$ cat src/rtl/counter_ctrl_pkg.sv
// Shared types for the command-driven counter controller: FSM states and opcodes.
package counter_ctrl_pkg;

  typedef enum logic [1:0] {
    ST_IDLE  = 2'd0,
    ST_RUN   = 2'd1,
    ST_PAUSE = 2'd2,
    ST_DONE  = 2'd3
  } state_t;

  localparam logic [2:0] OP_NOP       = 3'd0;
  localparam logic [2:0] OP_SET_TC    = 3'd1;
  localparam logic [2:0] OP_SET_MODE  = 3'd2;
  localparam logic [2:0] OP_SET_PRESC = 3'd3;
  localparam logic [2:0] OP_START     = 3'd4;
  localparam logic [2:0] OP_STOP      = 3'd5;
  localparam logic [2:0] OP_CLEAR     = 3'd6;

endpackage

$ cat src/rtl/counter_core.sv
// Up/down counter with synchronous load and an end-value compare.
module counter_core #(
  parameter int WIDTH = 4
) (
  input  logic             clk,
  input  logic             reset,
  input  logic             load,
  input  logic [WIDTH-1:0] load_value,
  input  logic             enable,
  input  logic             dir,
  input  logic [WIDTH-1:0] end_value,
  output logic [WIDTH-1:0] count,
  output logic             at_end
);

  logic [WIDTH-1:0] r_count;

  always_ff @(posedge clk or posedge reset) begin
    if (reset)       r_count <= '0;
    else if (load)   r_count <= load_value;
    else if (enable) r_count <= dir ? r_count - WIDTH'(1) : r_count + WIDTH'(1);
  end

  assign count  = r_count;
  assign at_end = (r_count == end_value);

endmodule

$ cat src/rtl/counter_ctrl.sv
// Command-driven counter: FSM, prescaler and config registers around counter_core.
module counter_ctrl
  import counter_ctrl_pkg::*;
#(
  parameter int WIDTH   = 4,
  parameter int PRESC_W = 4
) (
  input  logic             clk,
  input  logic             reset,
  input  logic             cmd_valid,
  output logic             cmd_ready,
  input  logic [2:0]       cmd_op,
  input  logic [WIDTH-1:0] cmd_data,
  output logic [WIDTH-1:0] count,
  output logic             tc_pulse,
  output logic             busy,
  output logic             done,
  output logic             err
);

  state_t             r_state, w_state_nxt;
  logic [WIDTH-1:0]   r_tc, w_tc_nxt;
  logic               r_dir, w_dir_nxt;
  logic               r_ar, w_ar_nxt;
  logic [PRESC_W-1:0] r_presc, w_presc_nxt;
  logic [PRESC_W-1:0] r_p, w_p_nxt;
  logic               r_tc_pulse, w_tc_pulse_nxt;
  logic               r_err, w_err_nxt;

  logic               w_load, w_en, w_at_end, w_step;
  logic [WIDTH-1:0]   w_load_val, w_start_val, w_end_val;

  assign w_start_val = r_dir ? r_tc : '0;
  assign w_end_val   = r_dir ? '0 : r_tc;

  counter_core #(.WIDTH(WIDTH)) u_core (
    .clk       (clk),
    .reset     (reset),
    .load      (w_load),
    .load_value(w_load_val),
    .enable    (w_en),
    .dir       (r_dir),
    .end_value (w_end_val),
    .count     (count),
    .at_end    (w_at_end)
  );

  always_ff @(posedge clk or posedge reset) begin
    if (reset) r_state <= ST_IDLE;
    else       r_state <= w_state_nxt;
  end

  always_comb begin
    w_state_nxt    = r_state;
    w_tc_nxt       = r_tc;
    w_dir_nxt      = r_dir;
    w_ar_nxt       = r_ar;
    w_presc_nxt    = r_presc;
    w_p_nxt        = r_p;
    w_load         = 1'b0;
    w_load_val     = w_start_val;
    w_en           = 1'b0;
    w_tc_pulse_nxt = 1'b0;
    w_err_nxt      = 1'b0;
    w_step         = (r_state == ST_RUN);

    // Commands that take effect in RUN (CLEAR, STOP) pre-empt the scheduled step.
    if (cmd_valid) begin
      case (cmd_op)
        OP_CLEAR: begin
          w_state_nxt = ST_IDLE;
          w_load      = 1'b1;
          w_load_val  = '0;
          w_p_nxt     = '0;
          w_step      = 1'b0;
        end
        OP_STOP: begin
          if (r_state == ST_RUN) begin
            w_state_nxt = ST_PAUSE;
            w_step      = 1'b0;
          end
        end
        OP_START: begin
          if (r_state == ST_IDLE || r_state == ST_DONE) begin
            w_state_nxt = ST_RUN;
            w_load      = 1'b1;
            w_p_nxt     = '0;
          end else if (r_state == ST_PAUSE) begin
            w_state_nxt = ST_RUN;
          end
        end
        OP_SET_TC: begin
          if (r_state == ST_RUN) w_err_nxt = 1'b1;
          else                   w_tc_nxt  = cmd_data;
        end
        OP_SET_MODE: begin
          if (r_state == ST_RUN) w_err_nxt = 1'b1;
          else begin
            w_dir_nxt = cmd_data[0];
            w_ar_nxt  = cmd_data[1];
          end
        end
        OP_SET_PRESC: begin
          if (r_state == ST_RUN) w_err_nxt   = 1'b1;
          else                   w_presc_nxt = PRESC_W'(cmd_data);
        end
        default: ;
      endcase
    end

    if (w_step) begin
      if (r_p != r_presc) begin
        w_p_nxt = r_p + PRESC_W'(1);
      end else begin
        w_p_nxt = '0;
        if (w_at_end) begin
          w_tc_pulse_nxt = 1'b1;
          if (r_ar) w_load      = 1'b1;
          else      w_state_nxt = ST_DONE;
        end else begin
          w_en = 1'b1;
        end
      end
    end
  end

  always_ff @(posedge clk or posedge reset) begin
    if (reset) begin
      r_tc       <= '1;
      r_dir      <= 1'b0;
      r_ar       <= 1'b0;
      r_presc    <= '0;
      r_p        <= '0;
      r_tc_pulse <= 1'b0;
      r_err      <= 1'b0;
    end else begin
      r_tc       <= w_tc_nxt;
      r_dir      <= w_dir_nxt;
      r_ar       <= w_ar_nxt;
      r_presc    <= w_presc_nxt;
      r_p        <= w_p_nxt;
      r_tc_pulse <= w_tc_pulse_nxt;
      r_err      <= w_err_nxt;
    end
  end

  assign cmd_ready = 1'b1;
  assign busy      = (r_state == ST_RUN);
  assign done      = (r_state == ST_DONE);
  assign tc_pulse  = r_tc_pulse;
  assign err       = r_err;

endmodule

$ cat config.mk
export PLATFORM = sky130hd
export DESIGN_NAME = counter_ctrl
export DESIGN_NICKNAME = d
export VERILOG_FILES = /design/src/rtl/counter_ctrl_pkg.sv /design/src/rtl/counter_core.sv /design/src/rtl/counter_ctrl.sv
export SDC_FILE = /design/constraint.sdc
export NUM_CORES = 1
export LEC_CHECK = 0
export BUFFER_PORTS_ARGS = -buffer_cell sky130_fd_sc_hd__buf_2
export CORE_UTILIZATION = 40
export DETAILED_ROUTE_END_ITERATION = 10
export PLACE_DENSITY = 0.67
export SYNTH_ARGS = -nofsm -noshare
export SYNTH_HDL_FRONTEND = slang
export SYNTH_SLANG_ARGS = --single-unit
$ cat constraint.sdc
create_clock -name clk -period 3.3 [get_ports clk]
set_clock_uncertainty 0.15 [all_clocks]
set_input_delay 0.33 -clock clk [delete_from_list [all_inputs] [get_ports clk]]
set_output_delay 0.33 -clock clk [all_outputs]
set_load 0.1 [all_outputs]
* Word level (Yosys, flattened, before mapping)
Cells that the tools add are included.
Cells by class: $add $sub $neg 3, equality and inequality tests 12, muxes and demuxes 39, bitwise operators 1, reduce and logical (&&, ||, !) cells 11
Operators with widths (count):
- $mux 4 | 11
- $mux 1 | 17
- $mux 2 | 8
- $reduce_and 3->1 | 4
- $eq 3x3->1 const B | 3
- $add 4x1->4 const B | 2
- $pmux 4 s2 | 1
- $eq 3x2->1 const B | 2
- $pmux 2 s3 | 1
- $eq 2x2->1 const B | 2
- $eq 4x4->1 | 1
- $ne 4x4->1 | 1
- $reduce_bool 2->1 | 2
- $sub 4x1->4 const B | 1
- $eq 3x1->1 const B | 1
- $ne 3x3->1 const B | 1
- $reduce_bool 3->1 | 1
- $reduce_or 3->1 | 1
- $eq 2x1->1 const B | 1
- $logic_not 2->1 | 1
- $pmux 1 s2 | 1
- $reduce_or 2->1 | 1
- $logic_or 1x1->1 | 1
- $not 1->1 | 1
Word-level totals: bits in registers 22, output and inout port bits 9

* Depth between registers and ports, before layout
Gate-level depths: netlist of the first run.
depth in word-level cells 10, mapped depth 7, depth with buffers taken out 7

* Hierarchy
Synthesis of the first run repeated with hierarchy kept, for this count alone.
Second synthesis, totals: cells, all modules 145, area total of the unflattened synthesis 1411.4 um2
Modules (own cells, without submodules):
- counter_ctrl | instances 1, cells each 105, area each 1057.3 um2, sequential area each 455.4 um2
- counter_core | instances 1, cells each 40, area each 354.1 um2, sequential area each 100.1 um2

* Least setup slack after synthesis of the first run
No wires, ideal clock.
kind flip-flop to flip-flop, from register r_state[1], to register u_core.r_count[2] (netlist: u_core.count[2]), setup time 80 ps, arrival 2241 ps, slack 829 ps, cell stages (with the launch flop) 7, cell sequence dfrtp_1 > inv_1 > ha_1 > o21ai_2 > nor4_4 > a21o_4 > mux2i_1
Between the ends: elaborated cells between the ends (all ways) 16, classes of those cells eq/ne (2); mux (11); reduce/logical (3)
RTL lines:
- from (decl) | RTL line counter_ctrl.sv:21 | state_t r_state, w_state_nxt;
- from (signal assigned) | RTL line counter_ctrl.sv:50 | else r_state <= w_state_nxt;
- $eq 2x1->1 *
- via busy | RTL line counter_ctrl.sv:16 | output logic busy,
- $mux 1
- $mux 1 * | RTL line counter_ctrl.sv:68 | if (cmd_valid) begin
- $mux 1 | RTL line counter_ctrl.sv:111 | if (w_step) begin
- $mux 4 or $reduce_bool 2->1 (tied branches)
- to (signal assigned) | RTL line counter_core.sv:20 | else if (load) r_count <= load_value;
- to (signal assigned) | RTL line counter_core.sv:21 | else if (enable) r_count <= dir ? r_count - WIDTH'(1) : r_count + WIDTH'(1);
- to (decl) | RTL line counter_core.sv:16 | logic [WIDTH-1:0] r_count;
The timed path passes the listed nets; every way through them passes the cells marked *. A chain may end at the register's enable or synchronous reset.

* Worst setup path in the final report of the first run
from register r_state[1], to register r_tc[2]
Between the ends: longest elaborated chain between the ends 3
RTL lines:
- $eq 2x1->1 | RTL line counter_ctrl.sv:93 | if (r_state == ST_RUN) w_err_nxt = 1'b1;
- $not 1->1 (no line)
- $reduce_and 3->1 (no line)
- to (signal assigned) | RTL line counter_ctrl.sv:137 | r_tc <= w_tc_nxt;
- to (decl) | RTL line counter_ctrl.sv:22 | logic [WIDTH-1:0] r_tc, w_tc_nxt;
Every way passes these cells.

==> impl_metrics.yaml, run 1 <==
synth:
  postSynthRegisterBits: 22
  syn_inst: 129
  total_of_warnings_raised_by_yosys: 0
  yosysSeqAreaShare_pct: 38.3
  synth.lib_cells_used.distinct: 42
  postSynthAreaPerCell_um2: 11.2
  synthesis.nets: 148
  syn_area_um2: 1450
layout:
  finish.cell_count_without_fillers: 193
  post_route_cells_drive_above_1_share_pct: 35.4
  area_growth_syn_to_layout_pct: 10.1
  final_nets: 167
  final_cell_area_um2: 1600
  antennaDiodeCount: 0
setup_path:
  worst_r2r_endpoint: "r_tc[2]$_DFFE_PP1P_"
  critical_path.max_fanout: 5
  crit_type: "flop to flop"
  ff2ff_path_depth: 6
  worstReg2RegStart: "r_state[1]$_DFF_PP0_"
  cp_data_required_time_ns: 3.39
  critical_path.startpoint: "r_state[1]$_DFF_PP0_"
  critPathCaptureType: "flop"
  start_kind: "flop"
  r2r_setup_slack_ns: 1.20
  worst_ep_arrival_time_ns: 2.19
  critical_path.endpoint: "r_tc[2]$_DFFE_PP1P_"
clocking:
  clk_root_buffer_cell: "sky130_fd_sc_hd__clkbuf_4"
  clkTransAtPathRegs_ns: 0.12
  tritoncts_num_sinks: 22
  postCtsHoldBufs: 0
  cts_made_buffers: 3
  cts_resized: 0
  tritoncts_clock_tree: "done"
  insertion_delay_ns: 0.31
  cts_setup_buffers: 0
  clock_tree.buffer_depth: 2
  cts_htree_levels: 1
detailed_routing:
  num_vias: 1021
  route.final.wire_length_um: 2690
  postRouteAntennaNets: 0
  route.detailed.wl_per_inst_um: 13.9
  route.detailed.vias_per_inst: 5.29
  first_pass_iters: 4
  route.detailed.drc: 0
  drtIter0Drc: 34
global_route:
  grt-ovfl-total: 0
  grt_antenna_before_repair: 0
  via_count_of_the_first_global_routing_pass: 1032
  first_pass_grt_wire_length_um: 4640
  grt_usage_pct: 15.2
  grt_max_degree: 23
power:
  power_per_cell_area_nw_per_um2: 986
  worst_ir_drop_vdd_v: 0.000455
  static-leakage-power_nw: 0.707
timing:
  timing.final.ws_setup_ns: 1.20
  worst-slew-pin-transition_ns: 0.829
  finalCritPeriodShare_pct: 63.6
  max_freq_ghz: 0.476
  final_max_slew_viol_count: 0
  rsz0062_at_grt: "no"
  setup_violations: 0
  timing_hold_violations_final: 0
  setup_total_negative_slack_ns: 0
  max-slew-margin-rel_pct: 44.7
  finalWorstPathRequiredPeriod_ns: 2.10
hold_path:
  holdCritPathClass: "primary input to async pin"
place:
  placement.setup.worst_slack_ns: 1.20
  cell_total_after_placement: 189
  placedInstanceArea_um2: 1560
  globalplace.congestion: 0.881
  dp_hpwl_um: 2100
  io_buffer_count: 17
floorplan:
  fp.coreArea_um2: 3420
  placementRows: 21
  chipHeight_um: 62.2
  die_span_x_um: 62.2
  initial_utilization_pct: 42.5
  floorplan.die_area_um2: 3870
  io_pins: 19
status:
  result_of_the_run: "complete, no violations"
job:
  maxCapViolations: 0
[logic make-up after synthesis]
family	count (synthesis)	synth area share (%)
buffers and inverters	10	4.06
DFF	22	38.3
and+or+nand+nor	35	15.8
other	1	0.259
muxes	16	12.0
AOI/OAI and AO/OA	26	12.2
adders and majority gates	9	8.28
xor gates and xnor gates	10	9.15
[placed cells by master, fill, tap and decap left out, drive strengths merged, types with 5 or more instances in the layout]
cell type / synthesis / final
a21oi: 6 / 6
buf: 2 / 17
dfrtp: 18 / 18
ha: 8 / 8
inv: 7 / 7
mux2: 11 / 11
mux2i: 5 / 5
nand2: 12 / 12
nor2: 7 / 7
o21ai: 11 / 11
xnor2: 9 / 9
[power by group]
part	total [mW]	switching [mW]	internal (mW)
sequential	0.523	0.132	0.390
combinational	0.905	0.574	0.331
clock	0.147	0.0800	0.0673
[worst min-delay path by stage]
stage / end / slack [ns] / cells past startpoint
2_1_floorplan: err$_DFF_PP0_ / 0.17 / 1
3_3_place_gp: u_core.count[3]$_DFFE_PP0P_ / 0.37 / 2
3_5_place_dp: u_core.count[3]$_DFFE_PP0P_ / 0.36 / 2
4_1_cts: err$_DFF_PP0_ / 0.04 / 2
5_1_grt: err$_DFF_PP0_ / 0.04 / 2
6_report: r_p[0]$_DFFE_PP0P_ / 0.01 / 2
[registers in the layout (all words and copies together), names as in the netlist]
register,cells
r_p,4
u_core.count,4
err,1
r_dir,1
r_presc,4
r_tc,4
r_state,2
tc_pulse,1
r_ar,1
[cell type report]
class	instances	area, um2
sequential	22	556
clock buffer	4	36.3
timing repair buffer	17	85.1
tap	46	57.6
fill	332	1820
inverter	7	26.3
multi-input combinational	97	836
[worst max-delay path, stage by stage (launching register included)]
cell	delay [ns]
sky130_fd_sc_hd__dfrtp_1	0.42
sky130_fd_sc_hd__inv_1	0.10
sky130_fd_sc_hd__ha_1	0.26
sky130_fd_sc_hd__nor3b_1	0.37
sky130_fd_sc_hd__nand2_1	0.09
sky130_fd_sc_hd__nor2_1	0.25
sky130_fd_sc_hd__mux2_2	0.38
[synthesized netlist by cell type, drive strengths merged]
| cell type | instances | area [um2] |
|---|---|---|
| dfrtp | 18 | 450 |
| nand2 | 12 | 45.0 |
| mux2 | 11 | 124 |
| o21ai | 11 | 62.6 |
| xnor2 | 9 | 124 |
| ha | 8 | 100 |
| inv | 7 | 26.3 |
| nor2 | 7 | 28.8 |
| a21oi | 6 | 30.0 |
| mux2i | 5 | 50.1 |
| dfstp | 4 | 105 |
| nand3 | 4 | 25.0 |
| a21o | 3 | 30.0 |
| nor3 | 3 | 15.0 |
| buf | 2 | 18.8 |
| a2bb2oi | 1 | 15.0 |
| a32o | 1 | 10.0 |
| and2b | 1 | 8.76 |
| and3 | 1 | 6.26 |
| clkbuf | 1 | 13.8 |
| conb | 1 | 3.75 |
| fa | 1 | 20.0 |
| nand3b | 1 | 7.51 |
| nand4 | 1 | 21.3 |
| nand4b | 1 | 23.8 |
| nor2b | 1 | 8.76 |
| nor3b | 1 | 7.51 |
| nor4 | 1 | 21.3 |
| nor4bb | 1 | 10.0 |
| o211ai | 1 | 7.51 |
| o21a | 1 | 7.51 |
| o22ai | 1 | 6.26 |
| o31ai | 1 | 7.51 |
| xor2 | 1 | 8.76 |
[per-layer routing]
metal  vias up  track usage, %  share of wire [%]
met5         -               0                  0
met4         0            6.40               0.56
met3         2            2.21                2.9
met2        17            26.2                 51
met1       515            18.9                 45
li1        487               -                  -
[through the flow]
stage	hold WS, ns	util [%]	power [mW]
floorplan	0.166	-	1.28
global placement	0.365	45.7	1.40
detailed placement	0.360	45.7	1.44
CTS	0.0431	46.7	1.59
global route	0.0409	46.7	1.68
finish	0.0147	46.7	1.57
Power figures use the tool's default switching activity.
==> inputs of run 2 (changes only) <==
Settings changed: ABC_AREA set to 1, PLACE_DENSITY 0.67 to 0.69.
Clock period 3.3 ns to 1.9 ns, I/O delays scaled along.
==> impl_metrics.yaml, run 2 <==
status:
  result_of_the_run: "complete, no violations"
clocking:
  cts_htree_levels: 1
  clkTransAtPathRegs_ns: 0.08
  tritoncts_clock_tree: "done"
  tritoncts_num_sinks: 22
  clock_tree.buffer_depth: 2
  cts_made_buffers: 3
  insertion_delay_ns: 0.26
  clk_root_buffer_cell: "sky130_fd_sc_hd__clkbuf_8"
place:
  globalplace.congestion: 0.849
  cell_total_after_placement: 263
  io_buffer_count: 17
  dp_hpwl_um: 2220
  placedInstanceArea_um2: 1640
power:
  power_per_cell_area_nw_per_um2: 1390
  power_report.internal_total_mw: 1.26
  p_sw_share_pct: 47.8
  clockPowerShare_pct: 18.1
  power.switching_mw: 1.16
  power_frac_seq_pct: 33.0
  worst_ir_drop_vdd_v: 0.000502
  power.share.combinational_pct: 48.9
  static-leakage-power_nw: 0.889
detailed_routing:
  num_vias: 1301
  drtIter0Drc: 64
  first_pass_iters: 4
  route.final.wire_length_um: 2980
  route.detailed.wl_per_inst_um: 11.0
  route.detailed.vias_per_inst: 4.82
  route.detailed.drc: 0
  postRouteAntennaNets: 0
synth:
  top_cells_by_count_synth: "60 x sky130_fd_sc_hd__nand2_1, 28 x sky130_fd_sc_hd__inv_1, 20 x sky130_fd_sc_hd__nand3_1"
  synth.lib_cells_used.distinct: 28
  synth-edff-count: 0
  synth-main-ff-cell: "sky130_fd_sc_hd__dfrtp_1"
  synthTopCellsByArea: "sky130_fd_sc_hd__dfrtp_1 30%, sky130_fd_sc_hd__nand2_1 15%, sky130_fd_sc_hd__dfstp_2 7.1%, sky130_fd_sc_hd__inv_1 7.1%, sky130_fd_sc_hd__ha_1 6.8%"
  postSynthRegisterBits: 22
  most_frequent_cell_after_synthesis: "sky130_fd_sc_hd__nand2_1"
  postSynthAreaPerCell_um2: 7.40
  yosysSeqAreaShare_pct: 37.5
  syn_inst: 200
  synthesis.nets: 219
  synth_largest_type_area_fraction_pct: 30.4
  total_of_warnings_raised_by_yosys: 0
  synthDominantAreaCellType: "sky130_fd_sc_hd__dfrtp_1"
  synthArstFlopShare_pct: 100
  syn_area_um2: 1480
timing:
  finalCritPeriodShare_pct: 93.3
  rsz0062_at_grt: "no"
  timing.hold.ws_ns: 0.0139
  max_freq_ghz: 0.564
  setup_total_negative_slack_ns: 0
  setup_violations: 0
  finalWorstPathRequiredPeriod_ns: 1.77
  final_max_slew_viol_count: 0
  timing_hold_violations_final: 0
layout:
  area_growth_syn_to_layout_pct: 18.0
  fin_util_pct: 50.7
  final_nets: 244
  final_cell_area_um2: 1750
  filler_cell_count: 339
  final_common_cell: "sky130_fd_sc_hd__nand2_1"
  post_route_cells_drive_above_1_share_pct: 21.4
  antennaDiodeCount: 0
  mostFrequentLayoutCells: "60 x sky130_fd_sc_hd__nand2_1, 28 x sky130_fd_sc_hd__inv_1, 20 x sky130_fd_sc_hd__nand3_1"
  finish.cell_count_without_fillers: 270
global_route:
  via_count_of_the_first_global_routing_pass: 1184
  grt_max_degree: 23
  grt_antenna_before_repair: 0
  first_pass_grt_wire_length_um: 5180
  grt-ovfl-total: 0
  grt_usage_pct: 16.5
floorplan:
  initial_utilization_pct: 43.0
  placementRows: 21
  chipHeight_um: 62.8
  io_pins: 19
  die_span_x_um: 62.8
  fp.coreArea_um2: 3440
  floorplan.die_area_um2: 3950
setup_path:
  critical_path.max_fanout: 8
  cp_data_required_time_ns: 1.91
  timing.critical_path.slowest_cell_delay_ns: 0.53
  critPathCaptureType: "flop"
  critPathSlowestCell: "sky130_fd_sc_hd__dlygate4sd3_1"
  ff2ff_path_depth: 6
  worst_ep_arrival_time_ns: 1.78
  worstReg2RegStart: "r_state[0]$_DFF_PP0_"
  critical_path.most_common_cell: "sky130_fd_sc_hd__nand2_1"
  worst_r2r_endpoint: "r_p[0]$_DFFE_PP0P_"
  r2r_setup_slack_ns: 0.15
  start_kind: "primary input"
  crit_path_cell_trace: "dlygate4sd3_1, buf_2, nand2_1, nor2_2, nand2_1, nand2_2, nor2_4, nand3_4, nand2_4, nand2_1, nand2_1, nand2_1"
  critical_path_buf_inv_count: 2
  crit_type: "primary input to flop"
  cpLargestDelayFamily: "simple AND/OR/NAND/NOR gates"
job:
  maxCapViolations: 0
hold_path:
  hold_start: "cmd_data[2]"
  min_to: "r_tc[2]$_DFFE_PP1P_"
  holdCritPathClass: "primary input to flop"
  min_delay_path_depth: 3
run 2: cell types whose count changed after synthesis, moves of 5 or more:
cell,before,now
sky130_fd_sc_hd__a21oi_1,6,1
sky130_fd_sc_hd__inv_1,7,28
sky130_fd_sc_hd__mux2_2,10,0
sky130_fd_sc_hd__mux2i_1,5,0
sky130_fd_sc_hd__nand2_1,12,60
sky130_fd_sc_hd__nand2_2,0,6
sky130_fd_sc_hd__nand3_1,3,20
sky130_fd_sc_hd__nor2_1,6,12
sky130_fd_sc_hd__o21ai_0,6,14
sky130_fd_sc_hd__xnor2_2,6,0
run 2: repair_timing:
item,in CTS,in global routing
hold buffers,2,0
buffers inserted,0,1
setup endpoints to repair,0,5
resized for setup,0,3
hold endpoints to repair,19,0
run 2: worst min-delay path, stage by stage:
cell and delay (ns):
sky130_fd_sc_hd__buf_2 0.10, sky130_fd_sc_hd__inv_1 0.06, sky130_fd_sc_hd__o21ai_0 0.08
run 2: area by class of cell:
| cell class | count | area, um2 | area share (%) |
|---|---|---|---|
| clock inverter | 1 | 30.0 | 1.72 |
| tap | 46 | 57.6 | 3.30 |
| clock buffer | 3 | 41.3 | 2.36 |
| timing repair buffer | 21 | 120 | 6.88 |
| multi-input combinational | 147 | 821 | 47.0 |
| sequential | 22 | 564 | 32.3 |
| inverter | 30 | 113 | 6.45 |
run 2: metal layers:
layer,GRT usage (%),vias to the layer above,part of all wire [%]
li1,-,679,-
met1,21.8,597,50
met2,27.3,20,46
met3,2.19,5,2.7
met4,6.10,0,1.1
met5,0,-,0
run 2: cells by family (layout without fill, tap and decap cells):
kind of cell	after synthesis	count (layout)	share of synthesized area, %
and+or+nand+nor	112	112	35.4
adders and majority gates	9	9	8.12
other	1	1	0.253
buffers and inverters	31	55	8.11
AOI/OAI and AO/OA	20	20	7.61
DFF	22	22	37.5
xor gates and xnor gates	5	5	2.96
run 2: power groups by stage:
stage / clock network (mW) / logic [mW] / registers [mW]
2_1_floorplan: 0 / 0.687 / 1.06
3_3_place_gp: 0 / 1.15 / 0.800
3_5_place_dp: 0 / 1.15 / 0.802
4_1_cts: 0.453 / 1.17 / 0.795
5_1_grt: 0.475 / 1.31 / 0.828
6_report: 0.438 / 1.18 / 0.799
run 2: through the flow:
step / power, mW / worst slack [ns]
after global placement: 1.95 / 0.0646
after floorplan: 1.75 / 0.0175
after detailed placement: 1.96 / 0.0883
final: 2.42 / 0.127
after global routing: 2.62 / 0.00229
after CTS: 2.42 / 0.0625
run 2: worst max-delay path by stage:
stage	startpoint	end	slack, ns	cells after the start
floorplan	u_core.count[1]$_DFFE_PP0P_	u_core.count[2]$_DFFE_PP0P_	0.02	7
global placement	r_tc[3]$_DFFE_PP1P_	u_core.count[0]$_DFFE_PP0P_	0.06	7
detailed placement	r_tc[3]$_DFFE_PP1P_	u_core.count[0]$_DFFE_PP0P_	0.09	7
CTS	r_tc[3]$_DFFE_PP1P_	u_core.count[0]$_DFFE_PP0P_	0.06	7
global route	r_p[0]$_DFFE_PP0P_	u_core.count[2]$_DFFE_PP0P_	0.002	11
finish	cmd_op[2]	u_core.count[2]$_DFFE_PP0P_	0.13	12
